$ cat src/rtl/freq_pkg.sv
// freq_pkg: shared state, limits and config record for the square-wave generator
package freq_pkg;
    localparam int CFG_W = 32;
    localparam int CFG_BW = 16;
    localparam int MIN_PERIOD = 2;
    typedef enum logic [1:0] {IDLE, HIGH, LOW} state_e;
    typedef struct packed {
        logic [CFG_W-1:0]  period;
        logic [CFG_W-1:0]  high;
        logic [CFG_BW-1:0] burst;
    } cfg_t;
endpackage

$ cat src/rtl/freq_gen_cfg.sv
// freq_gen_cfg: legality check and one-deep pending config slot
module freq_gen_cfg
    import freq_pkg::*;
#(
    parameter int WIDTH = CFG_W,
    parameter int BURST_W = CFG_BW
) (
    input  logic               clk,
    input  logic               reset,
    input  logic [WIDTH-1:0]   period_i,
    input  logic [WIDTH-1:0]   high_i,
    input  logic [BURST_W-1:0] burst_i,
    input  logic               load_valid_i,
    input  logic               take_i,
    output logic               load_ready_o,
    output logic               cfg_err_o,
    output logic               pend_valid_o,
    output cfg_t               pend_o
);
    logic legal, accept;
    logic pend_valid_q, pend_valid_d, cfg_err_q;
    cfg_t pend_q, pend_d;

    // take_i only fires while the slot is full, so it never races a new accept
    always_comb begin
        legal = period_i >= WIDTH'(MIN_PERIOD) && high_i != '0 && high_i < period_i;
        accept = load_valid_i && !pend_valid_q;
        pend_valid_d = accept ? legal : pend_valid_q && !take_i;
        pend_d = accept && legal ? '{period: CFG_W'(period_i), high: CFG_W'(high_i), burst: CFG_BW'(burst_i)} : pend_q;
    end

    always_ff @(posedge clk) begin
        if (reset) begin
            pend_valid_q <= 1'b0;
            pend_q <= '0;
            cfg_err_q <= 1'b0;
        end else begin
            pend_valid_q <= pend_valid_d;
            pend_q <= pend_d;
            cfg_err_q <= accept && !legal;
        end
    end

    assign load_ready_o = !pend_valid_q;
    assign cfg_err_o = cfg_err_q;
    assign pend_valid_o = pend_valid_q;
    assign pend_o = pend_q;
endmodule

$ cat src/rtl/freq_gen.sv
// freq_gen: programmable square-wave generator with burst mode and glitch-free reconfiguration
module freq_gen
    import freq_pkg::*;
#(
    parameter int WIDTH = CFG_W,
    parameter int BURST_W = CFG_BW
) (
    input  logic               clk,
    input  logic               reset,
    input  logic               enable,
    input  logic [WIDTH-1:0]   period_in,
    input  logic [WIDTH-1:0]   high_in,
    input  logic [BURST_W-1:0] burst_in,
    input  logic               load_valid,
    output logic               load_ready,
    output logic               cfg_err,
    output logic               freq_out,
    output logic               period_start,
    output logic [BURST_W-1:0] period_count,
    output logic               busy,
    output logic               done
);
    state_e state_q;
    logic [WIDTH-1:0] cnt_q, low_len;
    logic [BURST_W-1:0] period_count_q, pc_inc;
    cfg_t act_q, pend;
    logic act_valid_q, pend_valid, freq_out_q, period_start_q, done_q;
    logic period_end, burst_end, boundary, take;

    freq_gen_cfg #(.WIDTH(WIDTH), .BURST_W(BURST_W)) u_cfg (
        .clk          (clk),
        .reset        (reset),
        .period_i     (period_in),
        .high_i       (high_in),
        .burst_i      (burst_in),
        .load_valid_i (load_valid),
        .take_i       (take),
        .load_ready_o (load_ready),
        .cfg_err_o    (cfg_err),
        .pend_valid_o (pend_valid),
        .pend_o       (pend)
    );

    always_comb begin
        low_len = WIDTH'(act_q.period) - WIDTH'(act_q.high);
        pc_inc = period_count_q + BURST_W'(1);
        period_end = state_q == LOW && cnt_q == low_len;
        burst_end = period_end && act_q.burst != '0 && pc_inc == BURST_W'(act_q.burst);
        boundary = enable && ((state_q == IDLE && (act_valid_q || pend_valid)) || (period_end && !burst_end));
        take = boundary && pend_valid;
    end

    always_ff @(posedge clk) begin
        if (reset) begin
            state_q <= IDLE;
            cnt_q <= '0;
            act_q <= '0;
            act_valid_q <= 1'b0;
            freq_out_q <= 1'b0;
            period_start_q <= 1'b0;
            done_q <= 1'b0;
            period_count_q <= '0;
        end else begin
            period_start_q <= 1'b0;
            done_q <= 1'b0;
            if (take) act_q <= pend;
            if (boundary) begin
                state_q <= HIGH;
                cnt_q <= WIDTH'(1);
                freq_out_q <= 1'b1;
                period_start_q <= 1'b1;
                act_valid_q <= 1'b1;
            end
            case (state_q)
                IDLE: if (boundary) period_count_q <= '0;
                HIGH: begin
                    if (cnt_q == WIDTH'(act_q.high)) begin
                        state_q <= LOW;
                        cnt_q <= WIDTH'(1);
                        freq_out_q <= 1'b0;
                    end else cnt_q <= cnt_q + WIDTH'(1);
                end
                LOW: begin
                    if (period_end) begin
                        period_count_q <= pc_inc;
                        if (!boundary) begin
                            state_q <= IDLE;
                            freq_out_q <= 1'b0;
                        end
                        // a finished burst forces a fresh load before the next run
                        if (burst_end) begin
                            done_q <= 1'b1;
                            act_valid_q <= 1'b0;
                        end
                    end else cnt_q <= cnt_q + WIDTH'(1);
                end
                default: state_q <= IDLE;
            endcase
        end
    end

    assign freq_out = freq_out_q;
    assign period_start = period_start_q;
    assign period_count = period_count_q;
    assign busy = state_q != IDLE;
    assign done = done_q;
endmodule

$ cat config.mk
export PLATFORM = sky130hd
export DESIGN_NAME = freq_gen
export DESIGN_NICKNAME = d
export VERILOG_FILES = /design/src/rtl/freq_pkg.sv /design/src/rtl/freq_gen_cfg.sv /design/src/rtl/freq_gen.sv
export SDC_FILE = /design/constraint.sdc
export NUM_CORES = 1
export LEC_CHECK = 0
export ABC_AREA = 0
export CAP_MARGIN = 10
export CORE_UTILIZATION = 70
export CTS_CLUSTER_DIAMETER = 150
export DETAILED_ROUTE_END_ITERATION = 12
export DONT_BUFFER_PORTS = 1
export GPL_ROUTABILITY_DRIVEN = 0
export PLACE_DENSITY_LB_ADDON = 0.08
export SYNTH_ARGS = -nofsm -noshare
export SYNTH_HDL_FRONTEND = slang
export SYNTH_SLANG_ARGS = --single-unit
$ cat constraint.sdc
create_clock -name clk -period 12.5 [get_ports clk]
set_input_delay 0.625 -clock clk [delete_from_list [all_inputs] [get_ports clk]]
set_output_delay 0.625 -clock clk [all_outputs]
set_load 0.005 [all_outputs]
Word-level counts from Yosys, hierarchy flattened
Cells that the tools add are included.
{ "word_totals": {"inputBits": 84, "output_inout_bits": 22, "word_cells": 79, "reg_bits": 216} }
{ "op_classes": {"mux": 24, "order_cmp": 2, "addsub": 3, "n_reduce_logical": 26, "n_bitwise": 2, "eq_ne": 7} }
{ "ops": {"columns": ["operator", "n"], "rows": [
  ["2-to-1 mux 32 bit", 3],
  ["equality test 32 bit", 2],
  ["one-hot mux 32 bit (2 select lines)", 1],
  ["adder 32 x 1 -> 32 bit (second input constant)", 1],
  [">= comparator 32 x 2 -> 1 bit (second input constant)", 1],
  ["< comparator 32 bit", 1],
  ["2-to-1 mux 16 bit", 2],
  ["one-hot mux 16 bit (2 select lines)", 1],
  ["nonzero test 32 bit", 1],
  ["subtractor 32 bit", 1],
  ["adder 16 x 1 -> 16 bit (second input constant)", 1],
  ["equality test 16 bit", 1],
  ["nonzero test 16 bit", 1],
  ["logical AND 1 bit", 13],
  ["2-to-1 mux 1 bit", 11],
  ["2-to-1 mux 2 bit", 4],
  ["one-hot mux 2 bit (3 select lines)", 1],
  ["logical NOT 1 bit", 4],
  ["inequality test 2 bit (second input constant)", 2],
  ["nonzero test 2 bit", 2],
  ["AND reduction 3 bit", 1],
  ["OR reduction 3 bit", 1],
  ["equality test 2 x 1 -> 1 bit (second input constant)", 1],
  ["equality test 2 bit (second input constant)", 1],
  ["4 further kinds", 6]
]} }

Logic depth before layout (Yosys ltp)
Gate-level depths: netlist of run 1.
{ "depth": {"ltp_word": 13, "mapped_depth": 17, "depth_no_buf": 14} }

Cells and area by module
A second synthesis of run 1 with hierarchy kept.
{ "unflattened": {"cells_unflattened": 1657, "area_unflattened_um2": 13726.9} }
{ "by_module_without_submodules": {"columns": ["module", "cells_per_inst", "seq_area_each_um2", "area_each_um2", "instances"], "rows": [
  ["freq_gen", 1170, 2682.6, 9456.6, 1],
  ["freq_gen_cfg", 487, 1641.6, 4270.3, 1]
]} }

Least setup slack after synthesis of run 1
No wires, ideal clock.
{ "synth_timing": {"path_kind": "reg-to-reg", "start": "register act_q[48] in the netlist's numbering", "end": "register cnt_q[24]", "setup_ns": 0.059, "slack_ns": 8.330, "arrival_time_ns": 4.111, "synth_period_minus_slack_ns": 4.170, "required_time_ns": 12.441, "path_stages_with_launch": 18, "n_path_buf": 3, "cell_sequence": "dfxtp_1 -> inv_1 -> ha_1 -> fa_1 -> and2b_1 -> o2111ai_2 -> a2111oi_4 -> nor3_1 -> nor4_1 -> nand4b_1 -> or4_4 -> or4_1 -> buf_2 -> nor4_4 -> or2_1 -> buf_6 -> buf_6 -> a221o_1"} }
{ "synth_via": {"elab_chain_len": 12} }
{ "synth_rtl": {"columns": ["item", "line_no", "rtl"], "rows": [
  ["start, declared", "freq_gen.sv:26", "cfg_t act_q, pend;"],
  ["start signal, assigned", "freq_gen.sv:66", "if (take) act_q <= pend;"],
  ["subtractor 32 bit *", "freq_gen.sv:45", "low_len = WIDTH'(act_q.period) - WIDTH'(act_q.high);"],
  ["equality test 32 bit *", "freq_gen.sv:47", "period_end = state_q == LOW && cnt_q == low_len;"],
  ["logical AND 1 bit *", "freq_gen.sv:47", null],
  ["logical AND 1 bit (2 in a row)", "freq_gen.sv:48", "burst_end = period_end && act_q.burst != '0 && pc_inc == BURST_W'(act_q.burst);"],
  ["logical NOT 1 bit", "freq_gen.sv:49", "boundary = enable && ((state_q == IDLE && (act_valid_q || pend_valid)) || (period_end && !burst_end));"],
  ["logical AND 1 bit", "freq_gen.sv:49", null],
  ["logical OR 1 bit", "freq_gen.sv:49", null],
  ["logical AND 1 bit", "freq_gen.sv:49", null],
  ["2-to-1 mux 32 bit", "freq_gen.sv:67", "if (boundary) begin"],
  ["2-to-1 mux 32 bit", "freq_gen.sv:84", "if (period_end) begin"],
  ["one-hot mux 32 bit (2 select lines) *", "freq_gen.sv:74", "case (state_q)"],
  ["end signal, assigned", "freq_gen.sv:81", "end else cnt_q <= cnt_q + WIDTH'(1);"],
  ["end signal, assigned", "freq_gen.sv:95", "end else cnt_q <= cnt_q + WIDTH'(1);"],
  ["end, declared", "freq_gen.sv:24", "logic [WIDTH-1:0] cnt_q, low_len;"]
]} }
Every way passes the cells marked *; elsewhere a longest branch is shown, timed or not.
A chain may end at the register's enable or synchronous reset.

Worst setup path in the final report of run 1
{ "layout_timing": {"start": "register act_q[48] in the netlist's numbering", "end": "register act_q[43] in the netlist's numbering"} }
{ "layout_via": {"elab_chain_len": 10} }
{ "layout_rtl": {"columns": ["item", "line_no", "rtl"], "rows": [
  ["subtractor 32 bit *", "freq_gen.sv:45", null],
  ["equality test 32 bit *", "freq_gen.sv:47", null],
  ["logical AND 1 bit *", "freq_gen.sv:47", null],
  ["logical AND 1 bit (2 in a row)", "freq_gen.sv:48", null],
  ["logical NOT 1 bit", "freq_gen.sv:49", null],
  ["logical AND 1 bit *", "freq_gen.sv:49", null],
  ["logical OR 1 bit *", "freq_gen.sv:49", null],
  ["logical AND 1 bit *", "freq_gen.sv:49", null],
  ["logical AND 1 bit *", "freq_gen.sv:50", "take = boundary && pend_valid;"]
]} }
Marked as above.

==> results of run 1 <==
per-layer routing:
metal | GRT usage, % | routed length [um] | vias up
li1 | - | - | 5481
met1 | 50.1 | 15400 | 5429
met2 | 56.3 | 15500 | 633
met3 | 7.23 | 3580 | 158
met4 | 15.8 | 1760 | 0
met5 | 0 | 0 | -
flip-flops by register name (all words and copies together), names as in the netlist, 2 cells and up:
name and cells:
act_q 80, cnt_q 32, period_count 16, u_cfg.pend_o 80
state_q 2
synthesized netlist by cell type (all sizes together), types with 3 or more instances:
cell type,instances
a2111oi,6
a211o,4
a211oi,10
a21o,15
a21oi,56
a221o,20
a221oi,6
a22o,6
a311oi,3
a31oi,8
and2,6
and3,35
and4,5
buf,35
clkbuf,67
dfxtp,216
ha,69
inv,81
mux2i,166
nand2,72
nand2b,7
nand3,43
nand4,44
nand4b,4
nor2,241
nor2b,15
nor3,25
nor4,38
o2111a,3
o2111ai,6
o211ai,6
o21a,9
o21ai,66
o21bai,4
o31ai,12
o41ai,3
or2,6
or3,11
or4,7
xnor2,79
xor2,28
worst max-delay path, delay by kind of cell, from the launching register on:
kind | cells | cell delay [ns]
AND/OR/NAND/NOR | 7 | 2.16
AO/OA/AOI/OAI | 3 | 1.44
buffers and inverters | 2 | 0.95
adder cells (fa/ha/maj) | 2 | 0.61
flip-flops | 1 | 0.33
multiplexers | 1 | 0.32
where the power goes:
group,total (uW),internal [uW],leakage (uW),switching (uW)
combinational,263,105,0.00340,157
clock,633,357,0.000352,275
sequential,736,713,0.00175,22.5
final timing paths:
kind                                       start          endpoint  slack [ns]  cells past startpoint
worst max-delay path                   act_q[48]         act_q[43]        6.48                     15
worst min-delay path                       reset   u_cfg.pend_o[4]        0.18                      1
worst max register to register         act_q[48]         act_q[43]        6.48                     15
worst min register to register  u_cfg.pend_o[34]  u_cfg.pend_o[34]        0.50                      2
layout make-up:
cell class | count | area [um^2]
sequential | 216 | 4320
inverter | 81 | 304
tap | 229 | 287
clock inverter | 8 | 65.1
timing repair buffer | 5 | 37.5
fill | 1327 | 4420
multi-input combinational | 1173 | 8130
clock buffer | 32 | 638
cells by family after synthesis:
logic type	count (synthesis)	share of synthesized area, %
AO/OA/AOI/OAI	262	14.1
XOR/XNOR	107	7.09
adder cells (fa/ha/maj)	70	6.68
buffers and inverters	183	5.99
flip-flops	216	32.7
multiplexers	167	12.7
AND/OR/NAND/NOR	567	20.8
per-stage QoR:
step                area (um^2)  setup WS (ns)
floorplan                 13200           8.33
global placement          13100           6.76
detailed placement        13100           6.65
CTS                       13800           6.58
global route              13800           6.09
finish                    13800           6.48
==> results.json, run 1 <==
{
  "grt_pass1_wl_um": 57300,
  "setup_violations": 0,
  "antenna_found_initial": 0,
  "drtPass1Iterations": 11,
  "synth-edff-count": 0,
  "status": "finished with violations",
  "period_share_pct": 48.2,
  "synth_area_leaders": "dfxtp_1 (33%), mux2i_1 (13%), nor2_1 (6.8%)",
  "grt_max_degree": 172,
  "cts_resized": 0,
  "final_cell_mix": "nor2_1 (240), dfxtp_1 (216), mux2i_1 (166)",
  "setup_tns_ns": 0,
  "min_period_ns": 6.02,
  "clock_path_buffers": 3,
  "synthesis.area_mm2": 0.0132,
  "hold_viol": 0,
  "grt_usage_pct": 36.7,
  "critPathKind": "reg -> reg",
  "finalNetCount": 1653,
  "worstPathRequired_ns": 12.91,
  "cts_buffers": 22,
  "total_power_uw": 1630,
  "yosys.area.top_type": "dfxtp_1",
  "synth_top_area_share_pct": 32.7,
  "insertion_delay_ns": 0.53,
  "start_kind": "flop",
  "clock_sinks": 216,
  "layout-drive-gt1-share_pct": 4.42,
  "synth_cells": 1572,
  "dp.final_hpwl_um": 27200,
  "fmax_mhz": 166,
  "violations": "DRC",
  "first_iter_violations": 1299,
  "layout_commonest_cell": "nor2_1",
  "chipHeight_um": 139,
  "leakage_uw": 0.00550,
  "syn_avg_cell_area_um2": 8.41,
  "post_cts_buffers": 0,
  "worstMarginPinSlew_ns": 1.14,
  "synth-warning-count": 0,
  "io_pins": 106,
  "core_mm2": 0.0182,
  "wire_per_inst_um": 20.8,
  "cp-end-kind": "flop",
  "vdd_drop_max_mv": 0.110,
  "tritoncts": "yes",
  "antenna_cells": 0,
  "syn-num-nets": 1726,
  "synth_ff_type": "dfxtp_1",
  "crit_path_top_delay_cell": "buf_4",
  "maxSlewHeadroom_pct": 24.1,
  "hold_class": "in -> reg",
  "skew_ns": 0.0175,
  "fin_util_pct": 75.7,
  "grt_pass1_vias": 10900,
  "grt.overflow.total": 0,
  "synth_seq_area_share_pct": 32.7,
  "route.detailed.drc": 1,
  "cap_violations": 0,
  "path_clk_slew_ns": 0.06,
  "crit_chain": "inv_1 -> ha_1 -> fa_1 -> and2b_1 -> o2111ai_2 -> a2111oi_4 -> nor3_1 -> nor4_1 -> nand4b_1 -> or4_4 -> or4_1 -> a21oi_4 -> buf_4 -> mux2i_1 -> nor2_1",
  "report.final.slew_viol_count": 0,
  "dieWidth_um": 139,
  "area_delta_synth_final_pct": 4.27,
  "rows": 49,
  "drt_wl_total_um": 36200,
  "detail-route-antenna-nets": 0,
  "async_flop_share_pct": 0,
  "initial_core_util_pct": 72.6,
  "ys_ff_latch": 216,
  "die-area_mm2": 0.0194,
  "max_stage_delay_ns": 0.88,
  "dr_total_vias": 11700,
  "hold_ws_ns": 0.181,
  "port_buffers": 0,
  "synth_cell_types": 80,
  "htreeDepth": 1,
  "root_buffer": "clkbuf_16",
  "vias_per_cell": 6.71,
  "fin_cells": 1744,
  "numPlacedInstances": 1704,
  "crit_arrival_ns": 6.43,
  "cellPowerDensity_mw_per_mm2": 118,
  "path_max_fanout": 59,
  "rsz0062_at_grt": "false",
  "hold_buffers": 0
}
Power figures use the tool's default switching activity.
==> inputs of run 2 (changes only) <==
Settings changed: ABC_AREA 0 to 1, CORE_UTILIZATION 70 to 65.
Clock period 12.5 ns to 6 ns, I/O delays scaled along.
==> run 2 against run 1 <==
  * The flow now finishes without violations
  * Hold slack worse by 0.16 ns
  * Critical endpoint is now act_q[29]
  * Die area increased by 13%
  * Clock power rose to 2.5 times the previous value
  * Via count up 29%
  * Highest routed layer unchanged
  * Routed wire length grew 22%
==> results.json, run 2 <==
{
  "finalNetCount": 2429,
  "grt.overflow.total": 0,
  "io_pins": 106,
  "worst_path_dominant_cell_family": "simple AND/OR/NAND/NOR gates",
  "grt_max_degree": 112,
  "path_max_fanout": 50,
  "max_stage_delay_ns": 0.55,
  "syn-num-nets": 2406,
  "critPathKind": "reg -> reg",
  "met2_usage_pct": 57.8,
  "synth_area_leaders": "dfxtp_1 (31%), nand2_1 (15%), nor2_1 (8.7%)",
  "synth_cells": 2252,
  "synthesis.area_mm2": 0.0139,
  "worstMarginPinSlew_ns": 0.985,
  "layout-drive-gt1-share_pct": 3.97,
  "final_cell_mix": "nand2_1 (570), nor2_1 (322), inv_1 (283)",
  "final_area_mm2": 0.0156,
  "cap_violations": 0,
  "antenna_found_initial": 0,
  "ys_ff_latch": 216,
  "crit_arrival_ns": 5.06,
  "synth_top_area_share_pct": 31.0,
  "setup_violations": 0,
  "report.final.slew_viol_count": 0,
  "dieWidth_um": 148,
  "rsz0062_at_grt": "false",
  "fmax_mhz": 216,
  "yosys.area.top_type": "dfxtp_1",
  "worstPathRequired_ns": 6.42,
  "fin_util_pct": 74.4,
  "hold_viol": 0,
  "grt_usage_pct": 39.3,
  "synth-edff-count": 0,
  "die-area_mm2": 0.0220,
  "drt_wl_total_um": 44000,
  "dr_total_vias": 15100,
  "area_delta_synth_final_pct": 12.2,
  "tritoncts": "yes",
  "crit_path_top_delay_cell": "nor2_1",
  "synth_ff_type": "dfxtp_1",
  "met3_usage_pct": 7.42,
  "drtPass1Iterations": 7,
  "route.detailed.drc": 0,
  "grt_pass1_vias": 13700,
  "synthTopCellsByCount": "nand2_1 (571), nor2_1 (323), inv_1 (284)",
  "crit_top_cell": "nand2_1",
  "wire_per_inst_um": 17.2,
  "layout_commonest_cell": "nand2_1",
  "met1_usage_pct": 58.2,
  "rows": 53,
  "synth-warning-count": 0,
  "leakage_uw": 0.00736,
  "placed_area_mm2": 0.0140,
  "synth_seq_area_share_pct": 31.0,
  "yosysMostFrequentCell": "nand2_1",
  "vdd_drop_max_mv": 0.260,
  "syn_avg_cell_area_um2": 6.19,
  "clock_sinks": 216,
  "vias_per_cell": 5.90,
  "start_kind": "flop",
  "antenna_cells": 0,
  "crit_buf_inv": 3,
  "synth_cell_types": 48,
  "setup_tns_ns": 0,
  "core_mm2": 0.0210,
  "hold_class": "in -> reg",
  "async_flop_share_pct": 0,
  "grt_pass1_wl_um": 69300,
  "root_buffer": "clkbuf_16",
  "detail-route-antenna-nets": 0,
  "cp-end-kind": "flop",
  "insertion_delay_ns": 0.54,
  "port_buffers": 0,
  "post_cts_buffers": 0,
  "htreeDepth": 1,
  "status": "finished, final reports clean",
  "clock_path_buffers": 3,
  "min_period_ns": 4.64,
  "period_share_pct": 77.3,
  "grt-busiest-layer": "met1",
  "chipHeight_um": 148,
  "cts_buffers": 23,
  "cellPowerDensity_mw_per_mm2": 308,
  "dp.final_hpwl_um": 30200,
  "path_clk_slew_ns": 0.07,
  "first_iter_violations": 1563,
  "initial_core_util_pct": 66.3,
  "skew_ns": 0.0142,
  "maxSlewHeadroom_pct": 34.3
}
==> run 2: changes by cell type after synthesis, moves of 63 or more <==
cell / before / now
nand3_1: 43 / 216
nor2_1: 241 / 323
xnor2_1: 79 / 16
nand2_1: 71 / 571
mux2i_1: 166 / 0
inv_1: 81 / 284
a21oi_1: 53 / 153
==> run 2: path summary, 6_finish.rpt <==
kind,start,end,slack (ns),cells past startpoint
worst max-delay path,act_q[48],act_q[29],1.36,25
worst min-delay path,period_in[14],u_cfg.pend_o[62],0.02,2
worst max register to register,act_q[48],act_q[29],1.36,25
worst min register to register,u_cfg.pend_o[58],u_cfg.pend_o[58],0.47,2
==> run 2: final cells by class <==
| type | count | area, um^2 |
|---|---|---|
| well taps | 275 | 344 |
| inverters | 291 | 1090 |
| flip-flops and latches | 216 | 4320 |
| repair buffers | 87 | 871 |
| clock buffers | 25 | 593 |
| multi-input cells | 1656 | 8160 |
| clock inverters | 17 | 248 |
| fillers | 1639 | 5390 |
==> run 2: metal layers <==
layer | share of wire (%) | wire length (um)
met1 | 43 | 19100
met4 | 2.9 | 1260
met5 | 0 | 0
met3 | 12 | 5430
met2 | 41 | 18200
==> run 2: stage by stage <==
stage	power, uW	cells	worst slack [ns]	hold WS [ns]
after floorplan	2800	2252	3.13	0.441
after global placement	3090	2445	1.70	0.379
after detailed placement	3130	2445	1.54	0.382
after CTS	4750	2567	1.51	0.00193
after global routing	5060	2567	1.04	0.0224
final	4820	2567	1.36	0.0227
==> run 2: what timing repair did <==
item	in CTS	in global routing
gates resized for setup	0	0
endpoints found under the hold margin	111	0
hold buffers	80	0
==> run 2: cells by family after synthesis <==
family | count (synthesis) | synth area share, %
AND/OR/NAND/NOR | 1260 | 38.7
AO/OA/AOI/OAI | 281 | 10.5
adder cells (fa/ha/maj) | 70 | 6.34
flip-flops | 216 | 31.0
buffers and inverters | 380 | 10.6
XOR/XNOR | 45 | 2.93
==> run 2: power breakdown <==
group | internal, uW | leakage (uW) | switching (uW) | total [uW]
clock network | 944 | 0.000405 | 645 | 1590
logic | 523 | 0.00520 | 1070 | 1590
registers | 1530 | 0.00175 | 105 | 1630
